File: config.mk
export PLATFORM = sky130hd
export DESIGN_NAME = alu_exec
export DESIGN_NICKNAME = d
export VERILOG_FILES = /design/src/rtl/alu_exec_pkg.sv /design/src/rtl/alu_mul_iter.sv /design/src/rtl/alu_exec.sv
export SDC_FILE = /design/constraint.sdc
export NUM_CORES = 1
export LEC_CHECK = 0
export ABC_AREA = 1
export BUFFER_PORTS_ARGS = -buffer_cell sky130_fd_sc_hd__clkbuf_2
export CAP_MARGIN = 20
export CORE_AREA = 4 4 160 162
export CTS_CLUSTER_DIAMETER = 50
export CTS_CLUSTER_SIZE = 10
export DETAILED_ROUTE_END_ITERATION = 8
export DIE_AREA = 0 0 164 166
export HOLD_SLACK_MARGIN = 0.02
export PLACE_DENSITY = 0.78
export SETUP_SLACK_MARGIN = 0.02
export SYNTH_ARGS = -nofsm -noshare
export SYNTH_HDL_FRONTEND = slang
export SYNTH_SLANG_ARGS = --single-unit
File: constraint.sdc
create_clock -name clk -period 0.8 [get_ports clk]
set_input_delay 0.16 -clock clk [delete_from_list [all_inputs] [get_ports clk]]
set_output_delay 0.16 -clock clk [all_outputs]
set_load 0.005 [all_outputs]
File: src/rtl/alu_exec_pkg.sv
// alu_exec_pkg: the alu_defs constants shared with the ALU control decoder.
// Holds the 4-bit control codes, the multiplier state encoding and a small
// signed-overflow helper used by the execution unit.
package alu_exec_pkg;

  localparam logic [3:0] ALU_AND = 4'b0000;
  localparam logic [3:0] ALU_OR  = 4'b0001;
  localparam logic [3:0] ALU_XOR = 4'b0010;
  localparam logic [3:0] ALU_NOR = 4'b0011;
  localparam logic [3:0] ALU_SLT = 4'b0100;
  localparam logic [3:0] ALU_SLL = 4'b0101;
  localparam logic [3:0] ALU_SRL = 4'b0110;
  localparam logic [3:0] ALU_ADD = 4'b0111;
  localparam logic [3:0] ALU_SUB = 4'b1000;
  localparam logic [3:0] ALU_SRA = 4'b1011;
  localparam logic [3:0] ALU_MUL = 4'b1100;

  typedef enum logic [1:0] {
    MS_IDLE = 2'd0,
    MS_MUL  = 2'd1,
    MS_FIX  = 2'd2
  } mul_state_e;

  // Signed overflow of a two's-complement add: both addends share a sign
  // and the sum's sign differs. For subtraction pass the inverted b sign.
  function automatic logic add_ovf(input logic a_msb, input logic b_msb,
                                   input logic s_msb);
    add_ovf = (a_msb == b_msb) && (s_msb != a_msb);
  endfunction

endpackage

File: src/rtl/alu_mul_iter.sv
// alu_mul_iter: iterative signed shift-add multiplier (IDLE -> MUL -> FIX).
// Multiplies operand magnitudes over N cycles and fixes the sign in FIX.
// done and the product are presented during the FIX cycle so the owner can
// register them on the same edge that ends the operation.
module alu_mul_iter
  import alu_exec_pkg::*;
#(
  parameter int N = 32
) (
  input  logic         clk,
  input  logic         rstb,
  input  logic         start,
  input  logic [N-1:0] a,
  input  logic [N-1:0] b,
  output logic         busy,
  output logic         done,
  output logic [N-1:0] prod_hi,
  output logic [N-1:0] prod_lo
);

  localparam int CW = $clog2(N) + 1;

  mul_state_e     state_r;
  logic [2*N-1:0] acc_r;
  logic [N-1:0]   mcand_r;
  logic           sign_r;
  logic [CW-1:0]  count_r;
  logic           busy_r;

  logic [N:0]     step_sum_s;
  logic [2*N-1:0] prod_s;

  // Magnitude computed in N+1 bits so that -2^(N-1) maps to +2^(N-1).
  function automatic logic [N-1:0] mag(input logic [N-1:0] v);
    logic [N:0] ext;
    ext = {v[N-1], v};
    ext = v[N-1] ? (~ext + {{N{1'b0}}, 1'b1}) : ext;
    mag = ext[N-1:0];
  endfunction

  // One shift-add step: add multiplicand into the upper half when the
  // current multiplier bit (acc LSB) is set; the carry becomes the new MSB.
  always_comb begin
    step_sum_s = {1'b0, acc_r[2*N-1:N]} +
                 {1'b0, (acc_r[0] ? mcand_r : {N{1'b0}})};
    if (sign_r) begin
      prod_s = ~acc_r + {{(2*N-1){1'b0}}, 1'b1};
    end else begin
      prod_s = acc_r;
    end
  end

  // Multiplier FSM and datapath registers.
  always_ff @(posedge clk or negedge rstb) begin
    if (!rstb) begin
      state_r <= MS_IDLE;
      acc_r   <= {(2*N){1'b0}};
      mcand_r <= {N{1'b0}};
      sign_r  <= 1'b0;
      count_r <= {CW{1'b0}};
      busy_r  <= 1'b0;
    end else begin
      case (state_r)
        MS_IDLE: begin
          if (start) begin
            acc_r   <= {{N{1'b0}}, mag(b)};
            mcand_r <= mag(a);
            sign_r  <= a[N-1] ^ b[N-1];
            count_r <= {CW{1'b0}};
            busy_r  <= 1'b1;
            state_r <= MS_MUL;
          end else begin
            state_r <= MS_IDLE;
          end
        end
        MS_MUL: begin
          acc_r   <= {step_sum_s, acc_r[N-1:1]};
          count_r <= count_r + {{(CW-1){1'b0}}, 1'b1};
          if (count_r == CW'(N - 1)) begin
            state_r <= MS_FIX;
          end else begin
            state_r <= MS_MUL;
          end
        end
        MS_FIX: begin
          busy_r  <= 1'b0;
          state_r <= MS_IDLE;
        end
        default: begin
          busy_r  <= 1'b0;
          state_r <= MS_IDLE;
        end
      endcase
    end
  end

  assign busy    = busy_r;
  assign done    = (state_r == MS_FIX);
  assign prod_hi = prod_s[2*N-1:N];
  assign prod_lo = prod_s[N-1:0];

endmodule

File: src/rtl/alu_exec.sv
// alu_exec: execution unit behind the 4-bit ALU control bus.
// Single-cycle ops register their result on the accepting edge; MUL runs
// on the iterative alu_mul_iter and stalls the pipeline through busy.
// Optional feature macro: ALU_EXEC_MUL_EN (MUL support; otherwise 1100 is
// reported as an illegal code and the unit never stalls).
module alu_exec
  import alu_exec_pkg::*;
#(
  parameter int N = 32
) (
  input  logic         clk,
  input  logic         rstb,
  input  logic         in_valid,
  output logic         in_ready,
  input  logic [3:0]   alu_control,
  input  logic [N-1:0] x,
  input  logic [N-1:0] y,
  input  logic [4:0]   shamt,
  output logic         out_valid,
  output logic [N-1:0] result_lo,
  output logic [N-1:0] result_hi,
  output logic         zero,
  output logic         overflow,
  output logic         illegal,
  output logic         busy
);

  logic         accept_s;
  logic         mul_op_s;
  logic         mul_done_s;
  logic [N-1:0] mul_hi_s;
  logic [N-1:0] mul_lo_s;
  logic         mul_busy_s;

  logic [N-1:0] add_s;
  logic [N-1:0] sub_s;
  logic [N-1:0] comb_lo_s;
  logic         comb_ovf_s;
  logic         comb_ill_s;

  logic         out_valid_r;
  logic [N-1:0] result_lo_r;
  logic [N-1:0] result_hi_r;
  logic         zero_r;
  logic         overflow_r;
  logic         illegal_r;

  assign accept_s = in_valid && in_ready;

`ifdef ALU_EXEC_MUL_EN
  assign mul_op_s = (alu_control == ALU_MUL);

  alu_mul_iter #(.N(N)) u_mul (
    .clk     (clk),
    .rstb    (rstb),
    .start   (accept_s && mul_op_s),
    .a       (x),
    .b       (y),
    .busy    (mul_busy_s),
    .done    (mul_done_s),
    .prod_hi (mul_hi_s),
    .prod_lo (mul_lo_s)
  );
`else
  assign mul_op_s   = 1'b0;
  assign mul_done_s = 1'b0;
  assign mul_hi_s   = {N{1'b0}};
  assign mul_lo_s   = {N{1'b0}};
  assign mul_busy_s = 1'b0;
`endif

  assign busy     = mul_busy_s;
  assign in_ready = !mul_busy_s;

  // Single-cycle result, overflow and illegal-code decode.
  always_comb begin
    add_s      = x + y;
    sub_s      = x - y;
    comb_lo_s  = {N{1'b0}};
    comb_ovf_s = 1'b0;
    comb_ill_s = 1'b0;
    case (alu_control)
      ALU_AND: comb_lo_s = x & y;
      ALU_OR:  comb_lo_s = x | y;
      ALU_XOR: comb_lo_s = x ^ y;
      ALU_NOR: comb_lo_s = ~(x | y);
      ALU_SLT: comb_lo_s = {{(N-1){1'b0}}, ($signed(x) < $signed(y))};
      ALU_SLL: comb_lo_s = y << shamt;
      ALU_SRL: comb_lo_s = y >> shamt;
      ALU_SRA: comb_lo_s = $unsigned($signed(y) >>> shamt);
      ALU_ADD: begin
        comb_lo_s  = add_s;
        comb_ovf_s = add_ovf(x[N-1], y[N-1], add_s[N-1]);
      end
      ALU_SUB: begin
        comb_lo_s  = sub_s;
        comb_ovf_s = add_ovf(x[N-1], ~y[N-1], sub_s[N-1]);
      end
`ifdef ALU_EXEC_MUL_EN
      ALU_MUL: comb_lo_s = {N{1'b0}};
`endif
      default: begin
        comb_lo_s  = {N{1'b0}};
        comb_ill_s = 1'b1;
      end
    endcase
  end

  // Output registers: load on single-cycle accept or multiplier completion.
  always_ff @(posedge clk or negedge rstb) begin
    if (!rstb) begin
      out_valid_r <= 1'b0;
      result_lo_r <= {N{1'b0}};
      result_hi_r <= {N{1'b0}};
      zero_r      <= 1'b0;
      overflow_r  <= 1'b0;
      illegal_r   <= 1'b0;
    end else if (mul_done_s) begin
      out_valid_r <= 1'b1;
      result_lo_r <= mul_lo_s;
      result_hi_r <= mul_hi_s;
      zero_r      <= (mul_lo_s == {N{1'b0}});
      overflow_r  <= 1'b0;
      illegal_r   <= 1'b0;
    end else if (accept_s && !mul_op_s) begin
      out_valid_r <= 1'b1;
      result_lo_r <= comb_lo_s;
      result_hi_r <= {N{1'b0}};
      zero_r      <= (comb_lo_s == {N{1'b0}});
      overflow_r  <= comb_ovf_s;
      illegal_r   <= comb_ill_s;
    end else begin
      out_valid_r <= 1'b0;
    end
  end

  assign out_valid = out_valid_r;
  assign result_lo = result_lo_r;
  assign result_hi = result_hi_r;
  assign zero      = zero_r;
  assign overflow  = overflow_r;
  assign illegal   = illegal_r;

endmodule

==> metrics.txt, run 1 <==
synthesized flop and latch total 36; Cells after DPL 3175; Mapped Avg Cell Area 5.10 um^2; Die Span Y 166 um; Final GP Congestion 1.14; H-Tree Depth 2; top-count cell post-synth nand2_1; dominant synthesized flop cell dfrtp_1; Fail Step global routing; global route overflow 16; global router's overall resource usage 73.1%; top cell type by total area after synthesis nand2_1; cts bufs inserted 5; Port Buffers 111; Seq/Total Area, Yosys 7.54%; Post-synth EDFFs 0; Worst Endpoint after GRT Repair zero$_DFFE_PN0P_/D; top post-synthesis cells by area nand2_1 (24%), nand3_1 (17%), ha_1 (11%), inv_1 (9.3%), dfrtp_1 (7.5%); CTS root buffer clkbuf_16; FFs w/ async S/R, synth 100%; die width 164 um; top post-synthesis cells by count nand2_1 (769), nand3_1 (395), inv_1 (295); # clock sinks 36; largest net degree at the start of global routing 52; Yosys top cell area share 24.2%; Mapped Cells 2340; WEP type sequential cell input; Synth Cell Area 11900 um^2; I/O Pins 146; Starting Density 49.5%; Netlist cell types 43; Error [ERROR GRT-0232] Routing congestion too high. Check the congestion heatmap in the GUI.; clk buf depth 2; run status stopped before the end; Syn. warnings 0; row count 57; dpl hpwl 54500 um; Post-Place Worst Slack -1.90 ns
[per-layer routing]
| layer | GRT overflow | global-route usage [%] |
|---|---|---|
| met1 | 0 | 75.0 |
| met2 | 9 | 87.4 |
| met3 | 0 | 57.7 |
| met4 | 7 | 71.1 |
| met5 | 0 | 27.6 |
[metrics by stage]
stage	hold slack [ns]	cell area, um^2
after CTS	0.242	19600
after detailed placement	0.136	17200
after floorplan	-0.136	13300
after global placement	0.136	17200
[cell families after synthesis]
| family | count (synthesis) | synth area share [%] |
|---|---|---|
| other | 2 | 0.0629 |
| AND/OR/NAND/NOR | 1498 | 53.3 |
| flip-flops | 36 | 7.54 |
| adder cells (fa/ha/maj) | 103 | 10.9 |
| buffers and inverters | 442 | 16.1 |
| AO/OA/AOI/OAI | 259 | 12.1 |
[timing repair]
action | CTS
setup endpoints to repair | 71
hold buffers | 1
gates resized for setup | 428
endpoints found under the hold margin | 36
pin swaps | 137
setup buffers | 79
==> inputs of run 2 (changes only) <==
==> config.mk (replaced) <==
export PLATFORM = sky130hd
export DESIGN_NAME = alu_exec
export DESIGN_NICKNAME = d
export VERILOG_FILES = /design/src/rtl/alu_exec_pkg.sv /design/src/rtl/alu_mul_iter.sv /design/src/rtl/alu_exec.sv
export SDC_FILE = /design/constraint.sdc
export NUM_CORES = 1
export LEC_CHECK = 0
export ABC_AREA = 1
export BUFFER_PORTS_ARGS = -buffer_cell sky130_fd_sc_hd__clkbuf_2
export CAP_MARGIN = 20
export CORE_AREA = 4 4 190 192
export DETAILED_ROUTE_END_ITERATION = 8
export DIE_AREA = 0 0 194 196
export PLACE_DENSITY_LB_ADDON = 0.15
export SYNTH_ARGS = -nofsm -noshare
export SYNTH_HDL_FRONTEND = slang
export SYNTH_SLANG_ARGS = --single-unit
==> metrics.txt, run 2 <==
number of max-cap violations 0; Final GP Congestion 1.03; max reg flops 32; Starting Density 34.7%; CP max FO 3; post-route cell area 22500 um^2; CTS tree done; P_leak 11.6 nW; Post-synth EDFFs 0; Int Power 10.3 mW; top cell type by total area after synthesis nand2_1; hold path endpoint illegal; area of the multi-input gates 12500 um^2; global router's overall resource usage 35.5%; Synth Cell Area 11900 um^2; global route overflow 0; Placement Cell Area 18000 um^2; top post-synthesis cells by count nand2_1 (769), nand3_1 (395), inv_1 (295); Clk pin slew, worst setup/hold paths 0.05 ns; top-count cell post-synth nand2_1; Seq/Total Area, Yosys 7.54%; synthesized flop and latch total 36; Critical Path End Type register; Hold Path Depth 3; leading cell type in the layout, fill and taps excluded buf_4; Mapped Avg Cell Area 5.10 um^2; PwrDens 886 nW/um^2; Logic pwr share 80.3%; final worst slack -1.54 ns; Area Growth Syn to Fin 88.4%; Port Buffers 111; DRT Pass-1 Iters 6; failing checks setup timing; fin crit share 293%; dpl hpwl 59900 um; most frequent cells in the layout buf_4 (573), nand2_1 (553), nand3_1 (334), inv_1 (164), nand2_2 (159); Remaining DRCs 0; R2R setup slack -0.09 ns; # clock sinks 36; final wirelength 73600 um; share of layout cells above drive strength 1 50.8%; Fillers 3106; dominant synthesized flop cell dfrtp_1; FF-to-FF path depth 4; # setup viols final 71; Max VDD drop 1.30 mV; initial DRC count 1853; crit path kind in2reg; FF/Latch Area 901 um^2; CP Data Arrival Time 2.56 ns; Netlist cell types 43; die width 194 um; FMAX 427 MHz; Worst-Skew Late Latency 0.27 ns; final hold viol count 0; Syn. warnings 0; Vias 18900; Antenna Violating Nets Remaining 0; worst path required time 1.01 ns; Die Span Y 196 um; part of the power in the clock network 8.7%; CTS root buffer clkbuf_16; Cells after DPL 3368; run status complete, but fails checks; largest net degree at the start of global routing 37; reg2reg start overflow; I/O Pins 146; vias per inst 5.38; worst hold margin 0.215 ns; Post-Layout Cell Count 3509; min cycle time layout 2.34 ns; # diodes 0; clk buf depth 2; Flop pwr share 11.0%; P_sw 9.63 mW; final core utilization 65.5%; row count 68; top post-synthesis cells by area nand2_1 (24%), nand3_1 (17%), ha_1 (11%), inv_1 (9.3%), dfrtp_1 (7.5%); WL/cell 21.0 um; Clock Skew 0 ns; TNS Setup -43.94 ns; Yosys top cell area share 24.2%; max-slew violation count 0; core area 34400 um^2; RSZ-0062 raised after global routing true; # nets final 3235; FFs w/ async S/R, synth 100%; initial antenna violation count 1; Worst Hold Class in2reg; first-pass GRT wire length 106000 um; Net Sw Frac 48.3%; Hold Crit Start alu_control[3]; cts bufs inserted 5; vias in the first global route 17400; Mapped Cells 2340; Worst R2R End overflow; die area 38000 um^2; H-Tree Depth 2; critical path launch point type input pin
[run 2: what timing repair did]
action                                  in CTS  in global routing
resized for setup                          511                463
gates cloned                                 1                  2
buffers inserted                            89                 78
pin swaps                                  182                259
endpoints found under the setup margin      71                 71
hold buffers                                 1                  0
hold endpoints to repair                    36                  0
[run 2: power by group through the flow]
| stage | Sequential, mW | Clock, mW | Combinational, mW |
|---|---|---|---|
| after detailed placement | 2.22 | 0 | 11.9 |
| after CTS | 2.18 | 1.74 | 13.9 |
| after floorplan | 2.22 | 0 | 6.05 |
| after global placement | 2.21 | 0 | 11.8 |
| after global routing | 2.21 | 1.83 | 16.9 |
| final | 2.19 | 1.74 | 16.0 |
[run 2: area by class of cell]
| cell class | instances | area share [%] |
|---|---|---|
| well taps | 455 | 2.53 |
| clock buffers | 5 | 0.556 |
| repair inverters | 1 | 0.0389 |
| multi-input cells | 1895 | 55.5 |
| flip-flops and latches | 36 | 4.00 |
| repair buffers | 812 | 31.3 |
| inverters | 305 | 6.06 |
[run 2: worst max-delay path by stage]
stage          start  cells after the start  slack (ns)  endpoint
2_1_floorplan   y[0]                     20       -1.15      zero
3_3_place_gp    x[8]                     19       -2.06      zero
3_5_place_dp   y[25]                     19       -2.06      zero
4_1_cts         x[0]                     20       -1.39      zero
5_1_grt         x[1]                     19       -1.60      zero
6_report        x[1]                     19       -1.54      zero
[run 2: critical path, stage by stage]
cell and delay [ns]:
buf_8 0.08, clkinvlp_4 0.09, buf_6 0.14, fa_2 0.39, nor2_4 0.14, nand2_2 0.09, nand3_4 0.11, nand2_1 0.09
nand3_1 0.12, nand4_1 0.21, nor2_1 0.15, nand2_1 0.11, a21oi_2 0.17, nand2_2 0.09, nor2_4 0.11, nand2_1 0.06
nor2_1 0.11, nand2_1 0.06, nand2_1 0.06
[run 2: cell families (layout without fill, tap and decap cells)]
family / count (synthesis) / count (layout) / share of synthesized area (%)
buffers and inverters: 442 / 1123 / 16.1
adder cells (fa/ha/maj): 103 / 103 / 10.9
other: 2 / 34 / 0.0629
flip-flops: 36 / 36 / 7.54
AND/OR/NAND/NOR: 1498 / 1499 / 53.3
AO/OA/AOI/OAI: 259 / 259 / 12.1
[run 2: stage by stage]
step           total power, mW  setup WS [ns]
5_1_grt                   21.0          -1.60
4_1_cts                   17.8          -1.39
3_5_place_dp              14.1          -2.06
3_3_place_gp              14.0          -2.06
2_1_floorplan             8.27          -1.15
6_report                  19.9          -1.54
[run 2: layer usage]
layer / vias to the layer above / global-route usage, % / routed length [um]
li1: 8945 / - / -
met4: 0 / 14.6 / 4480
met1: 8817 / 48.3 / 30900
met2: 928 / 57.7 / 32700
met3: 194 / 3.52 / 5490
met5: - / 0 / 0
Power figures use the tool's default switching activity.
==> inputs of run 3 (changes only) <==
--- a/config.mk
+++ b/config.mk
@@ -5,13 +5,13 @@
 export SDC_FILE = /design/constraint.sdc
 export NUM_CORES = 1
 export LEC_CHECK = 0
-export ABC_AREA = 1
 export BUFFER_PORTS_ARGS = -buffer_cell sky130_fd_sc_hd__clkbuf_2
 export CAP_MARGIN = 20
-export CORE_AREA = 4 4 190 192
+export CORE_AREA = 4 4 197 199
 export DETAILED_ROUTE_END_ITERATION = 8
-export DIE_AREA = 0 0 194 196
+export DIE_AREA = 0 0 201 203
 export PLACE_DENSITY_LB_ADDON = 0.15
+export RECOVER_POWER = 50
 export SYNTH_ARGS = -nofsm -noshare
 export SYNTH_HDL_FRONTEND = slang
 export SYNTH_SLANG_ARGS = --single-unit
==> metrics.txt, run 3 <==
critical path launch point type input pin; Cells after DPL 2917; Fillers 3348; Critical Path End Type register; Clock Skew 0 ns; Seq/Total Area, Yosys 7.01%; global route overflow 0; H-Tree Depth 2; top-count cell post-synth nor2_1; part of the power in the clock network 9.3%; WL/cell 26.3 um; Port Buffers 111; CP max FO 4; most frequent cells in the layout buf_4 (737), nor2_1 (123), nand2_1 (114), mux2i_1 (86), buf_6 (86); worst hold margin 0.397 ns; FF-to-FF path depth 2; row count 71; Vias 17800; failing checks setup timing; top post-synthesis cells by area ha_1 (9.8%), mux4_2 (8.4%), mux2i_1 (7.9%), dfrtp_1 (7.0%), a21oi_1 (4.7%); initial antenna violation count 0; share of layout cells above drive strength 1 55.3%; DRT Pass-1 Iters 5; FFs w/ async S/R, synth 100%; number of max-cap violations 0; Clk pin slew, worst setup/hold paths 0.06 ns; Worst-Skew Late Latency 0.28 ns; fin crit share 406%; cts bufs inserted 5; FF/Latch Area 901 um^2; dpl hpwl 64800 um; die width 201 um; M1 WL 33600 um; vias per inst 5.89; worst path required time 0.97 ns; Int Power 11.6 mW; Syn. warnings 0; Antenna Violating Nets Remaining 0; Final GP Congestion 1.02; max-slew violation count 0; PwrDens 917 nW/um^2; met2 WL 36300 um; Yosys top cell area share 9.83%; die area 40800 um^2; final hold viol count 0; Area Growth Syn to Fin 79.5%; wire length on met3 5740 um; I/O Pins 146; # setup viols final 71; R2R setup slack -0.10 ns; final wirelength 79300 um; global router's overall resource usage 36.5%; vias in the first global route 17300; min cycle time layout 3.25 ns; clk buf depth 2; Starting Density 34.5%; Logic pwr share 80.3%; Synth Cell Area 12900 um^2; reg2reg start result_lo[23]; highest routed layer met4; top post-synthesis cells by count nor2_1 (142), nand2_1 (123), a21oi_1 (122); Mapped Cells 1734; CP startpoint x[0]; total power 21.2 mW; Post-synth EDFFs 0; largest net degree at the start of global routing 49; Max VDD drop 0.976 mV; area of the multi-input gates 13000 um^2; CTS root buffer clkbuf_16; CP Data Arrival Time 3.42 ns; initial DRC count 1680; dominant synthesized flop cell dfrtp_1; Flop pwr share 10.4%; Net Sw Frac 45.2%; final core utilization 62.0%; Worst Hold Class in2async; Die Span Y 203 um; FMAX 308 MHz; Worst R2R End result_lo[23]; Mapped Avg Cell Area 7.41 um^2; final worst slack -2.45 ns; top cell type by total area after synthesis ha_1; # nets final 2720; Post-Layout Cell Count 3017; P_leak 10.4 nW; CTS tree done; core area 37200 um^2; Slew @ Worst Pin 0.791 ns; crit path capture result_lo[30]; leading cell type in the layout, fill and taps excluded buf_4; normalized max-slew margin 47.0%; # clock sinks 36; Netlist cell types 97; first-pass GRT wire length 114000 um; P_sw 9.57 mW; max reg flops 32; synthesized flop and latch total 36; Remaining DRCs 0; run status complete, but fails checks; crit path kind in2reg; RSZ-0062 raised after global routing true
==> run 3: changes by cell type in the layout (fill, tap and decap cells not counted), sizes merged, moves of 29 or more <==
cell    before  now
o22ai       14   48
nand2      771  123
inv        302  114
mux2i        0  104
mux4         0   51
buf        723  867
mux2         0   29
nor2       245  142
nand3      397   43
a21oi       77  122
xnor2        0   38
a211oi       9   38
==> run 3: stage by stage <==
step	setup TNS, ns	setup slack (ns)	instance area [um^2]
after floorplan	-50.35	-2.17	14100
after global placement	-79.65	-3.10	19700
after detailed placement	-79.91	-3.12	19700
after CTS	-65.03	-2.46	21400
after global routing	-67.50	-2.54	23100
final	-64.51	-2.45	23100
==> run 3: cells by family after synthesis <==
| family | Yosys count | share of synthesized area (%) |
|---|---|---|
| AND/OR/NAND/NOR | 511 | 19.6 |
| adder cells (fa/ha/maj) | 103 | 10.1 |
| AO/OA/AOI/OAI | 550 | 29.4 |
| other | 2 | 0.0584 |
| XOR/XNOR | 45 | 3.07 |
| flip-flops | 36 | 7.01 |
| buffers and inverters | 303 | 10.9 |
| multiplexers | 184 | 19.8 |
==> run 3: how the worst min path moves through the flow <==
| stage | slack (ns) | endpoint | from |
|---|---|---|---|
| finish | 0.40 | result_lo[10] | rstb |
| CTS | 0.38 | result_lo[10] | rstb |
| global route | 0.43 | result_lo[10] | rstb |
| global placement | 0.13 | result_lo[10] | rstb |
| floorplan | -0.14 | illegal | rstb |
| detailed placement | 0.14 | result_lo[10] | rstb |
==> run 3: power by group through the flow <==
| stage | clock (mW) | combinational, mW | sequential [mW] |
|---|---|---|---|
| after floorplan | 0 | 7.04 | 2.22 |
| after global placement | 0 | 13.9 | 2.21 |
| after detailed placement | 0 | 14.0 | 2.22 |
| after CTS | 2.03 | 15.2 | 2.19 |
| after global routing | 2.11 | 17.8 | 2.21 |
| final | 1.97 | 17.0 | 2.19 |
==> run 3: cell type report <==
cell class | instances | share of cell area, %
diodes | 1 | 0.0108
clock buffers | 6 | 0.602
clock inverters | 2 | 0.0434
inverters | 118 | 2.39
multi-input cells | 1427 | 56.4
flip-flops and latches | 36 | 3.90
well taps | 474 | 2.57
repair buffers | 953 | 34.1
==> run 3: worst max-delay path, cell delays in order <==
cell	delay, ns
clkbuf_16	0.12
inv_12	0.03
ha_4	0.15
fa_2	0.38
nor2_4	0.13
o311ai_4	0.12
a211oi_2	0.20
buf_4	0.17
o31ai_4	0.09
buf_4	0.17
o211a_1	0.22
o21a_1	0.23
a221o_1	0.41
buf_6	0.16
nand4b_1	0.09
o211ai_1	0.24
mux2_4	0.33
==> run 3: layer usage <==
| layer | vias up | global-route usage (%) |
|---|---|---|
| met4 | 0 | 12.2 |
| met1 | 8670 | 49.5 |
| met2 | 848 | 60.2 |
| met5 | - | 0 |
| met3 | 183 | 5.00 |
| li1 | 8058 | - |
==> run 3: what timing repair did <==
item	CTS	global route
cloned	2	0
resized for setup	261	320
endpoints found under the setup margin	71	71
pin swaps	69	110
setup buffers	44	65
endpoints found under the hold margin	36	0
hold buffers	1	0
==> inputs of run 4 (changes only) <==
--- a/config.mk
+++ b/config.mk
@@ -5,11 +5,12 @@
 export SDC_FILE = /design/constraint.sdc
 export NUM_CORES = 1
 export LEC_CHECK = 0
+export ABC_AREA = 1
 export BUFFER_PORTS_ARGS = -buffer_cell sky130_fd_sc_hd__clkbuf_2
 export CAP_MARGIN = 20
-export CORE_AREA = 4 4 197 199
+export CORE_AREA = 4 4 190 192
 export DETAILED_ROUTE_END_ITERATION = 8
-export DIE_AREA = 0 0 201 203
+export DIE_AREA = 0 0 194 196
 export PLACE_DENSITY_LB_ADDON = 0.15
 export RECOVER_POWER = 50
 export SYNTH_ARGS = -nofsm -noshare
==> metrics.txt, run 4 (synthesis gave the netlist of run 2 again) <==
leading cell type in the layout, fill and taps excluded buf_4; Die Span Y 196 um; Worst R2R End overflow; critical path launch point type input pin; reg2reg start overflow; normalized max-slew margin 61.9%; CTS root buffer clkbuf_16; die area 38000 um^2; hold path endpoint illegal; global router's overall resource usage 35.5%; die width 194 um; PwrDens 887 nW/um^2; Post-Place Worst Slack -2.06 ns; Antenna Violating Nets Remaining 0; CP Data Arrival Time 2.54 ns; Starting Density 34.7%; cts bufs inserted 5; FMAX 431 MHz; number of max-cap violations 0; RSZ-0062 raised after global routing true; Critical Path End Type register; clk buf depth 2; Hold Crit Start alu_control[3]; Port Buffers 111; share of layout cells above drive strength 1 50.8%; worst path required time 1.02 ns; largest net degree at the start of global routing 37; vias per inst 5.37; Clock Skew 0 ns; DRT Pass-1 Iters 5; Worst path top cell family by delay simple AND/OR/NAND/NOR gates; P_leak 11.5 nW; max reg flops 32; most frequent cells in the layout buf_4 (573), nand2_1 (553), nand3_1 (334), inv_1 (164), nand2_2 (159); FF-to-FF path depth 4; Vias 18800; max-slew violation count 0; Worst-Skew Late Latency 0.27 ns; Final GP Congestion 1.03; H-Tree Depth 2; most used cell, CP nand2_1; crit path max-delay cell type fa_2; Max VDD drop 1.31 mV; # setup viols final 71; # nets final 3235; first-pass GRT wire length 106000 um; global route overflow 0; final wirelength 73600 um; Remaining DRCs 0; worst hold margin 0.216 ns; Worst Hold Class in2reg; R2R setup slack -0.08 ns; WL/cell 21.0 um; worst path bufs/invs 3; final hold viol count 0; initial antenna violation count 1; worst path cell trace buf_8 -> clkinvlp_4 -> buf_6 -> fa_2 -> nor2_4 -> nand2_2 -> nand3_4 -> nand2_1 -> nand3_1 -> nand4_1 -> nor2_1 -> nand2_1 -> a21oi_2 -> nand2_2 -> nor2_4 -> nand2_1 -> nor2_1 -> nand2_1 -> nand2_1; Area Growth Syn to Fin 88.3%; failing checks setup timing; fin crit share 290%; CTS tree done; Clk pin slew, worst setup/hold paths 0.05 ns; crit path kind in2reg; # diodes 0; row count 68; CP max FO 3; vias in the first global route 17400; Hold Path Depth 3; min cycle time layout 2.32 ns; dpl hpwl 59900 um; run status complete, but fails checks; initial DRC count 1857; # clock sinks 36; final worst slack -1.52 ns; Critical Path Max Stage Delay 0.39 ns; I/O Pins 146; core area 34400 um^2; Slew @ Worst Pin 0.571 ns
## run 4: cell types whose count changed in the layout (fill, tap and decap cells not counted), moves of 43 or more
cell / change
nand2_1: +439
nand3_1: +299
buf_4: -164
nand2_2: +153
inv_1: +86
mux2i_1: -86
inv_2: +81
nor2_4: +77
nor2_2: +50
mux4_2: -49
a21oi_1: -48
nand2_4: +48
nand3_2: +43
## run 4: report_power, final
part / switching (mW) / internal [mW] / total (mW)
Sequential: 0.130 / 2.06 / 2.19
Combinational: 8.87 / 7.15 / 16.0
Clock: 0.645 / 1.10 / 1.74
## run 4: final cells by class
type / count / area [um^2]
clock buffer: 5 / 125
sequential: 36 / 901
timing repair inverter: 1 / 8.76
inverter: 305 / 1360
fill: 3108 / 11900
multi-input combinational: 1895 / 12500
timing repair buffer: 812 / 7040
tap: 455 / 569
## run 4: repair_timing
item	in CTS	in global routing
hold buffers	1	0
setup buffers	89	78
pin swaps	182	259
endpoints found under the hold margin	36	0
cloned	1	2
setup endpoints to repair	71	71
gates resized for setup	511	463
## run 4: how the worst max path moves through the flow
stage / from / end / slack [ns] / cells after the start
2_1_floorplan: y[0] / zero / -1.15 / 20
3_3_place_gp: x[8] / zero / -2.06 / 19
3_5_place_dp: y[25] / zero / -2.06 / 19
4_1_cts: x[0] / zero / -1.39 / 20
5_1_grt: x[1] / zero / -1.60 / 19
6_report: x[1] / zero / -1.52 / 19
## run 4: layer usage
layer / wire length [um] / up-vias / global-route usage [%]
met1: 30900 / 8806 / 48.3
met5: 0 / - / 0
met2: 32800 / 907 / 57.7
met4: 4390 / 0 / 14.6
li1: - / 8936 / -
met3: 5480 / 193 / 3.52
## run 4: tightest hold or removal path: stages
cell	delay [ns]
clkbuf_8	0.15
o211ai_1	0.09
o21ai_1	0.06
## run 4: stage by stage
step | power (mW) | utilization, % | cell area (um^2) | instances | TNS (ns)
3_3_place_gp | 14.0 | 52.2 | 18000 | 3368 | -55.46
5_1_grt | 21.0 | 65.4 | 22500 | 3509 | -47.36
2_1_floorplan | 8.27 | - | 13300 | 2372 | -27.14
3_5_place_dp | 14.1 | 52.2 | 18000 | 3368 | -56.21
4_1_cts | 17.8 | 59.8 | 20500 | 3449 | -42.52
6_report | 19.9 | 65.4 | 22500 | 3509 | -44.00
